**src/rtl/grid_pkg.sv**
```systemverilog
// Shared board encodings, result codes, sequencer states and win-line table
// for the tic-tac-toe match logic.
package grid_pkg;

   localparam logic [1:0] CELL_EMPTY = 2'b00;
   localparam logic [1:0] CELL_X     = 2'b01;
   localparam logic [1:0] CELL_O     = 2'b10;
   localparam logic [1:0] CELL_SEL   = 2'b11;

   localparam logic [1:0] RES_NONE = 2'b00;
   localparam logic [1:0] RES_X    = 2'b01;
   localparam logic [1:0] RES_O    = 2'b10;
   localparam logic [1:0] RES_DRAW = 2'b11;

   typedef enum logic [2:0] {
      S_IDLE,
      S_HUMAN_WAIT,
      S_THINK,
      S_AI_WAIT,
      S_COMMIT,
      S_DONE
   } seq_state_t;

   typedef logic [3:0] cell_idx_t;

   localparam int unsigned WIN_LINES = 8;

   localparam cell_idx_t WIN_LINE [WIN_LINES][3] = '{
      '{4'd0, 4'd1, 4'd2}, '{4'd3, 4'd4, 4'd5}, '{4'd6, 4'd7, 4'd8},
      '{4'd0, 4'd3, 4'd6}, '{4'd1, 4'd4, 4'd7}, '{4'd2, 4'd5, 4'd8},
      '{4'd0, 4'd4, 4'd8}, '{4'd2, 4'd4, 4'd6}
   };

endpackage

```
**src/rtl/grid_line_eval.sv**
```systemverilog
// Combinational board evaluator: win detection for both pieces, per-cell
// empty flags and the lowest-index empty cell.
module grid_line_eval
   import grid_pkg::*;
(
   input  logic [17:0] grid,
   output logic        x_win,
   output logic        o_win,
   output logic [3:0]  lowest_empty,
   output logic [8:0]  empty_cells
);

   logic [1:0]           cells [9];
   logic [WIN_LINES-1:0] line_x;
   logic [WIN_LINES-1:0] line_o;

   for (genvar g = 0; g < 9; g++) begin : g_cell
      assign cells[g]       = grid[2*g +: 2];
      assign empty_cells[g] = (cells[g] == CELL_EMPTY);
   end

   for (genvar l = 0; l < WIN_LINES; l++) begin : g_line
      assign line_x[l] = (cells[WIN_LINE[l][0]] == CELL_X) &&
                         (cells[WIN_LINE[l][1]] == CELL_X) &&
                         (cells[WIN_LINE[l][2]] == CELL_X);
      assign line_o[l] = (cells[WIN_LINE[l][0]] == CELL_O) &&
                         (cells[WIN_LINE[l][1]] == CELL_O) &&
                         (cells[WIN_LINE[l][2]] == CELL_O);
   end

   assign x_win = |line_x;
   assign o_win = |line_o;

   always_comb begin
      lowest_empty = 4'd0;
      casez (empty_cells)
         9'b????????1: lowest_empty = 4'd0;
         9'b???????10: lowest_empty = 4'd1;
         9'b??????100: lowest_empty = 4'd2;
         9'b?????1000: lowest_empty = 4'd3;
         9'b????10000: lowest_empty = 4'd4;
         9'b???100000: lowest_empty = 4'd5;
         9'b??1000000: lowest_empty = 4'd6;
         9'b?10000000: lowest_empty = 4'd7;
         9'b100000000: lowest_empty = 4'd8;
         default:      lowest_empty = 4'd0;
      endcase
   end

endmodule

```
**src/rtl/match_sequencer.sv**
```systemverilog
// Turn scheduler for player-vs-AI tic-tac-toe: owns the board, paces the AI
// handshake with a thinking delay and timeout, and detects win/draw.
module match_sequencer
   import grid_pkg::*;
#(
   parameter int unsigned THINK_CYCLES = 200_000_000,
   parameter int unsigned AI_TIMEOUT   = 50_000_000
) (
   input  logic        clk,
   input  logic        reset_flag,
   input  logic        start_game,
   input  logic        ai_first,
   input  logic        human_valid,
   input  logic [3:0]  human_cell,
   output logic        ai_start,
   input  logic        ai_done,
   input  logic [3:0]  ai_cell,
   output logic [17:0] grid_state,
   output logic        turn,
   output logic        ai_waiting,
   output logic [1:0]  game_result,
   output logic        illegal_move,
   output logic        ai_fault,
   output logic [3:0]  move_count
);

   localparam int unsigned CNT_MAX = (THINK_CYCLES > AI_TIMEOUT) ? THINK_CYCLES : AI_TIMEOUT;
   localparam int unsigned CW      = (CNT_MAX > 1) ? $clog2(CNT_MAX) : 1;
   localparam logic [CW-1:0] THINK_LOAD = CW'(THINK_CYCLES - 1);
   localparam logic [CW-1:0] AI_LOAD    = CW'(AI_TIMEOUT - 1);

   seq_state_t  state, state_nx;
   logic        evaluating, evaluating_nx;
   logic [CW-1:0] cnt, cnt_nx;
   logic [3:0]  pend_cell, pend_cell_nx;
   logic [1:0]  pend_piece, pend_piece_nx;
   logic [17:0] grid_nx, grid_wr;
   logic        turn_nx, ai_start_nx, illegal_nx, fault_nx;
   logic [1:0]  result_nx;
   logic [3:0]  count_nx;

   logic        x_win, o_win;
   logic [3:0]  lowest_empty;
   logic [8:0]  empty_cells;
   logic [8:0]  write_sel;
   logic        human_legal, ai_legal;

   grid_line_eval u_eval (
      .grid         (grid_state),
      .x_win        (x_win),
      .o_win        (o_win),
      .lowest_empty (lowest_empty),
      .empty_cells  (empty_cells)
   );

   assign human_legal = (human_cell <= 4'd8) && |(empty_cells & (9'd1 << human_cell));
   assign ai_legal    = (ai_cell <= 4'd8) && |(empty_cells & (9'd1 << ai_cell));
   assign write_sel   = 9'd1 << pend_cell;

   for (genvar g = 0; g < 9; g++) begin : g_write
      assign grid_wr[2*g +: 2] = write_sel[g] ? pend_piece : grid_state[2*g +: 2];
   end

   assign ai_waiting = (state == S_THINK) || (state == S_AI_WAIT);

   always_comb begin
      state_nx      = state;
      evaluating_nx = 1'b0;
      cnt_nx        = cnt;
      pend_cell_nx  = pend_cell;
      pend_piece_nx = pend_piece;
      grid_nx       = grid_state;
      turn_nx       = turn;
      result_nx     = game_result;
      count_nx      = move_count;
      ai_start_nx   = 1'b0;
      illegal_nx    = 1'b0;
      fault_nx      = 1'b0;

      if (start_game) begin
         grid_nx   = '0;
         count_nx  = '0;
         result_nx = RES_NONE;
         turn_nx   = ai_first;
         if (ai_first) begin
            state_nx = S_THINK;
            cnt_nx   = THINK_LOAD;
         end else begin
            state_nx = S_HUMAN_WAIT;
         end
      end else begin
         case (state)
            S_HUMAN_WAIT: begin
               if (human_valid) begin
                  if (human_legal) begin
                     pend_cell_nx  = human_cell;
                     pend_piece_nx = CELL_X;
                     state_nx      = S_COMMIT;
                  end else begin
                     illegal_nx = 1'b1;
                  end
               end
            end
            S_THINK: begin
               if (cnt == '0) begin
                  ai_start_nx = 1'b1;
                  cnt_nx      = AI_LOAD;
                  state_nx    = S_AI_WAIT;
               end else begin
                  cnt_nx = cnt - 1'b1;
               end
            end
            S_AI_WAIT: begin
               // ai_done is checked first so it wins over a same-cycle timeout
               if (ai_done && ai_legal) begin
                  pend_cell_nx  = ai_cell;
                  pend_piece_nx = CELL_O;
                  state_nx      = S_COMMIT;
               end else if (ai_done || cnt == '0) begin
                  fault_nx      = 1'b1;
                  pend_cell_nx  = lowest_empty;
                  pend_piece_nx = CELL_O;
                  state_nx      = S_COMMIT;
               end else begin
                  cnt_nx = cnt - 1'b1;
               end
            end
            S_COMMIT: begin
               // first cycle writes the board, second evaluates the registered result
               if (!evaluating) begin
                  grid_nx       = grid_wr;
                  count_nx      = move_count + 4'd1;
                  evaluating_nx = 1'b1;
               end else if (x_win) begin
                  result_nx = RES_X;
                  state_nx  = S_DONE;
               end else if (o_win) begin
                  result_nx = RES_O;
                  state_nx  = S_DONE;
               end else if (move_count == 4'd9) begin
                  result_nx = RES_DRAW;
                  state_nx  = S_DONE;
               end else begin
                  turn_nx = ~turn;
                  if (turn) begin
                     state_nx = S_HUMAN_WAIT;
                  end else begin
                     state_nx = S_THINK;
                     cnt_nx   = THINK_LOAD;
                  end
               end
            end
            default: ;
         endcase
      end
   end

   always_ff @(posedge clk or posedge reset_flag) begin
      if (reset_flag) begin
         state        <= S_IDLE;
         evaluating   <= 1'b0;
         cnt          <= '0;
         pend_cell    <= '0;
         pend_piece   <= CELL_EMPTY;
         grid_state   <= '0;
         turn         <= 1'b0;
         game_result  <= RES_NONE;
         move_count   <= '0;
         ai_start     <= 1'b0;
         illegal_move <= 1'b0;
         ai_fault     <= 1'b0;
      end else begin
         state        <= state_nx;
         evaluating   <= evaluating_nx;
         cnt          <= cnt_nx;
         pend_cell    <= pend_cell_nx;
         pend_piece   <= pend_piece_nx;
         grid_state   <= grid_nx;
         turn         <= turn_nx;
         game_result  <= result_nx;
         move_count   <= count_nx;
         ai_start     <= ai_start_nx;
         illegal_move <= illegal_nx;
         ai_fault     <= fault_nx;
      end
   end

endmodule

```
**config.mk**
```make
export PLATFORM = sky130hd
export DESIGN_NAME = match_sequencer
export DESIGN_NICKNAME = d
export VERILOG_FILES = /design/src/rtl/grid_pkg.sv /design/src/rtl/grid_line_eval.sv /design/src/rtl/match_sequencer.sv
export SDC_FILE = /design/constraint.sdc
export NUM_CORES = 1
export LEC_CHECK = 0
export ABC_AREA = 1
export CELL_PAD_IN_SITES_DETAIL_PLACEMENT = 2
export CELL_PAD_IN_SITES_GLOBAL_PLACEMENT = 2
export CORE_MARGIN = 2
export CORE_UTILIZATION = 33
export CTS_BUF_LIST = sky130_fd_sc_hd__clkbuf_4 sky130_fd_sc_hd__clkbuf_8
export DETAILED_ROUTE_END_ITERATION = 16
export PLACE_DENSITY = 0.81
export SYNTH_ARGS = -nofsm -noshare
export SYNTH_HDL_FRONTEND = slang
export SYNTH_HIERARCHICAL = 1
export SYNTH_SLANG_ARGS = --single-unit
```
**constraint.sdc**
```tcl
create_clock -name clk -period 3.06 [get_ports clk]
set_clock_uncertainty 0.2 [all_clocks]
set_input_delay 0.459 -clock clk [delete_from_list [all_inputs] [get_ports clk]]
set_output_delay 0.459 -clock clk [all_outputs]
set_load 0.02 [all_outputs]
```
==> impl_metrics.csv, run 1 <==
group,metric,value,unit
yosys,ys_async_sr_fraction,100,%
power,peakVddDrop,0.381,mV
clocking,ctsHoldBuffers,0,
clocking,clock-sinks,66,
floorplan,fp.dieH,124,um
worst_setup_path,cp_max_fo,25,
yosys,yosysUniqueCellTypes,39,
sta,fin_tns_setup,0,ns
yosys,synth_area_leader_cell,"dfrtp_1",
power,p_leak,2.85,nW
global_route,grt_pass1_wl,31700,um
yosys,ys_seq_area_share,34.6,%
finish,final_cell_area,5660,um^2
finish,syn_to_final_growth,18.4,%
global_route,grt_max_degree,36,
global_route,grt_pass1_vias,5735,
finish,diodes,0,
placement,place.gp.congestion,0.894,
worst_setup_path,critPathArrivalTime,2.84,ns
yosys,syn_area,4780,um^2
clocking,cts_setup_buffers,0,
yosys,synth_area_leaders,"dfrtp_1 (35%), nand2_1 (17%), nand3_1 (8.4%)",
placement,dp_cells,961,
clocking,cts-htree-levels,3,
finish,fillerInstances,1703,
sta,fmax,360,MHz
floorplan,core_region_area,14000,um^2
status,status,"finished clean",
finish,drive_gt1_share,8.91,%
floorplan,start_util,34.2,%
worst_setup_path,critPathRequiredTime,3.12,ns
finish,nets,810,
placement,place_area,5390,um^2
yosys,synth_edf_count,0,
floorplan,rows,43,
finish,multiInputGateArea,2630,um^2
global_route,groute.usage.overall,25.7,%
sta,setup_violations,0,
sta,hold_violations,0,
clocking,clock_latency,0.37,ns
sta,report.final.slew_viol_count,0,
finish,seqCellArea,1650,um^2
clocking,cts_buffers,9,
yosys,synth_top_area_share,34.6,%
clocking,clk_pin_slew,0.09,ns
yosys,ys.flop_type,"dfrtp_1",
routing,ant_nets,0,
global_route,overflow,0,
routing,viasPerCell,5.27,
global_route,antenna_found_initial,0,
finish,final_cells,977,
yosys,synthCells,744,
clocking,cts-resized-gates,0,
placement,hpwl,14700,um
min_path,hold_class,"in -> async",
sta,slew_headroom,64.4,%
yosys,yosysWarnings,6,
yosys,synth-seq-cells,66,
placement,port_buffers,42,
yosys,avgSynthCellArea,6.42,um^2
power,powerDensity,803,nW/um^2
routing,vias,5145,
routing,first_pass_iters,4,
worst_setup_path,crit_type,"reg -> reg",
floorplan,die-area,15500,um^2
yosys,syn-num-nets,762,
sta,rsz0062_at_grt,"no",
finish,final_util,40.4,%
sta,period_minus_slack,2.77,ns
worst_setup_path,reg2reg_depth,15,
routing,drc,0,
routing,avgRoutedWirePerCell,19.4,um
floorplan,pin_count,43,
floorplan,fp.dieW,124,um
worst_setup_path,crit_path_start_kind,"flip-flop",
clocking,cts_buffer_depth,2,
clocking,cts_root_buf,"clkbuf_8",
worst_setup_path,worstSetupEndpointType,"flip-flop",
routing,wl,19000,um
routing,drtIter0Drc,218,
flow_run,maxCapViolCount,0,
power,total_power,0.00454,W
clocking,cts_tree,"done",
sta,tightest_slew,0.532,ns
sta,period_share,90.7,%
-- stage by stage --
step	hold slack, ns	worst slack, ns
after CTS	0.310	0.288
after detailed placement	0.286	0.272
after global routing	0.330	0.0627
after global placement	0.274	0.425
final	0.300	0.286
after floorplan	0.265	0.746
-- registers in the layout, summed over array words and instances, names as in the netlist --
| register | count |
|---|---|
| ai_start | 1 |
| move_count | 4 |
| pend_cell | 4 |
| evaluating | 1 |
| pend_piece | 2 |
| illegal_move | 1 |
| ai_fault | 1 |
| state | 3 |
| grid_state | 18 |
| game_result | 2 |
| turn | 1 |
| cnt | 28 |
-- worst max-delay path, cell delays in order (launching register included) --
cell and delay [ns]:
dfrtp_1 0.57, nor2_1 0.13, nand3_1 0.11, nand2_1 0.06
nor2_1 0.10, nand2_1 0.15, inv_1 0.11, nand4_1 0.13
nand2_1 0.11, inv_1 0.10, nor2_8 0.26, nand2_8 0.16
inv_8 0.19, nand2_2 0.13, nand2_1 0.10, nor2_1 0.04
-- metal layers --
metal	part of all wire [%]	global-route usage [%]
met5	0	0
met2	49	43.2
met3	3.2	2.36
met1	47	35.5
met4	1.3	6.81
-- where the power goes --
group / switching (W) / total [W] / internal (W)
registers: 0.000347 / 0.00144 / 0.00110
logic: 0.00142 / 0.00208 / 0.000668
clock network: 0.000389 / 0.00101 / 0.000623
-- cell type report --
cell class	count	share of cell area (%)
Tap cell	180	3.98
Timing Repair Buffer	47	8.10
Sequential cell	66	29.2
Clock buffer	9	2.19
Inverter	112	7.59
Multi-Input combinational cell	556	46.4
Clock inverter	7	2.50
-- cell usage after synthesis, types with 3 or more instances --
master    count
nand2_1     218
inv_1       100
nor2_1       99
nand3_1      80
dfrtp_1      66
o21ai_0      45
nand4_1      17
nor2_2       17
a21oi_1      14
o21ai_1      14
inv_2         9
xor2_1        9
nand2_2       7
nor3_1        5
a21oi_2       4
ha_1          4
buf_6         3
clkbuf_1      3
-- final timing paths --
kind | end | start | slack (ns)
min reg2reg | game_result[0] | game_result[0] | 0.30
min in group clk | game_result[0] | game_result[0] | 0.30
min | move_count[3] | reset_flag | 0.30
max in group asynchronous | pend_cell[0] | reset_flag | 1.98
max | cnt[18] | grid_state[11] | 0.29
max reg2reg | cnt[18] | grid_state[11] | 0.29
-- cells by family after synthesis --
family	synth area share (%)
adders and majority gates	1.05
DFF	34.6
and+or+nand+nor	42.4
xor gates and xnor gates	2.02
buffers and inverters	10.4
AOI/OAI and AO/OA	9.56
-- placed cells by master, fill, tap and decap left out, drive strengths merged, types with 4 or more instances in the layout --
master,Yosys,layout
nand4,17,17
a21oi,18,18
clkdlybuf4s50,0,42
clkbuf,3,9
clkinv,2,4
ha,4,4
dfrtp,66,66
inv,110,110
buf,7,5
bufinv,0,4
o21ai,60,60
nand3,81,81
nand2,228,228
nor2,119,119
nor3,6,6
xor2,9,9
(Power assumes the default switching activity.)
==> run 2, diff against run 1 <==
Settings changed: TNS_END_PERCENT from default to 20.
==> results of run 2 <==
Same layout as run 1: the final DEF is identical, and so are final timing and power.
==> run 3, diff against run 2 <==
Settings changed: CAP_MARGIN from default to 20.
==> results of run 3 <==
Same layout as run 1: the final DEF is identical, and so are final timing and power.
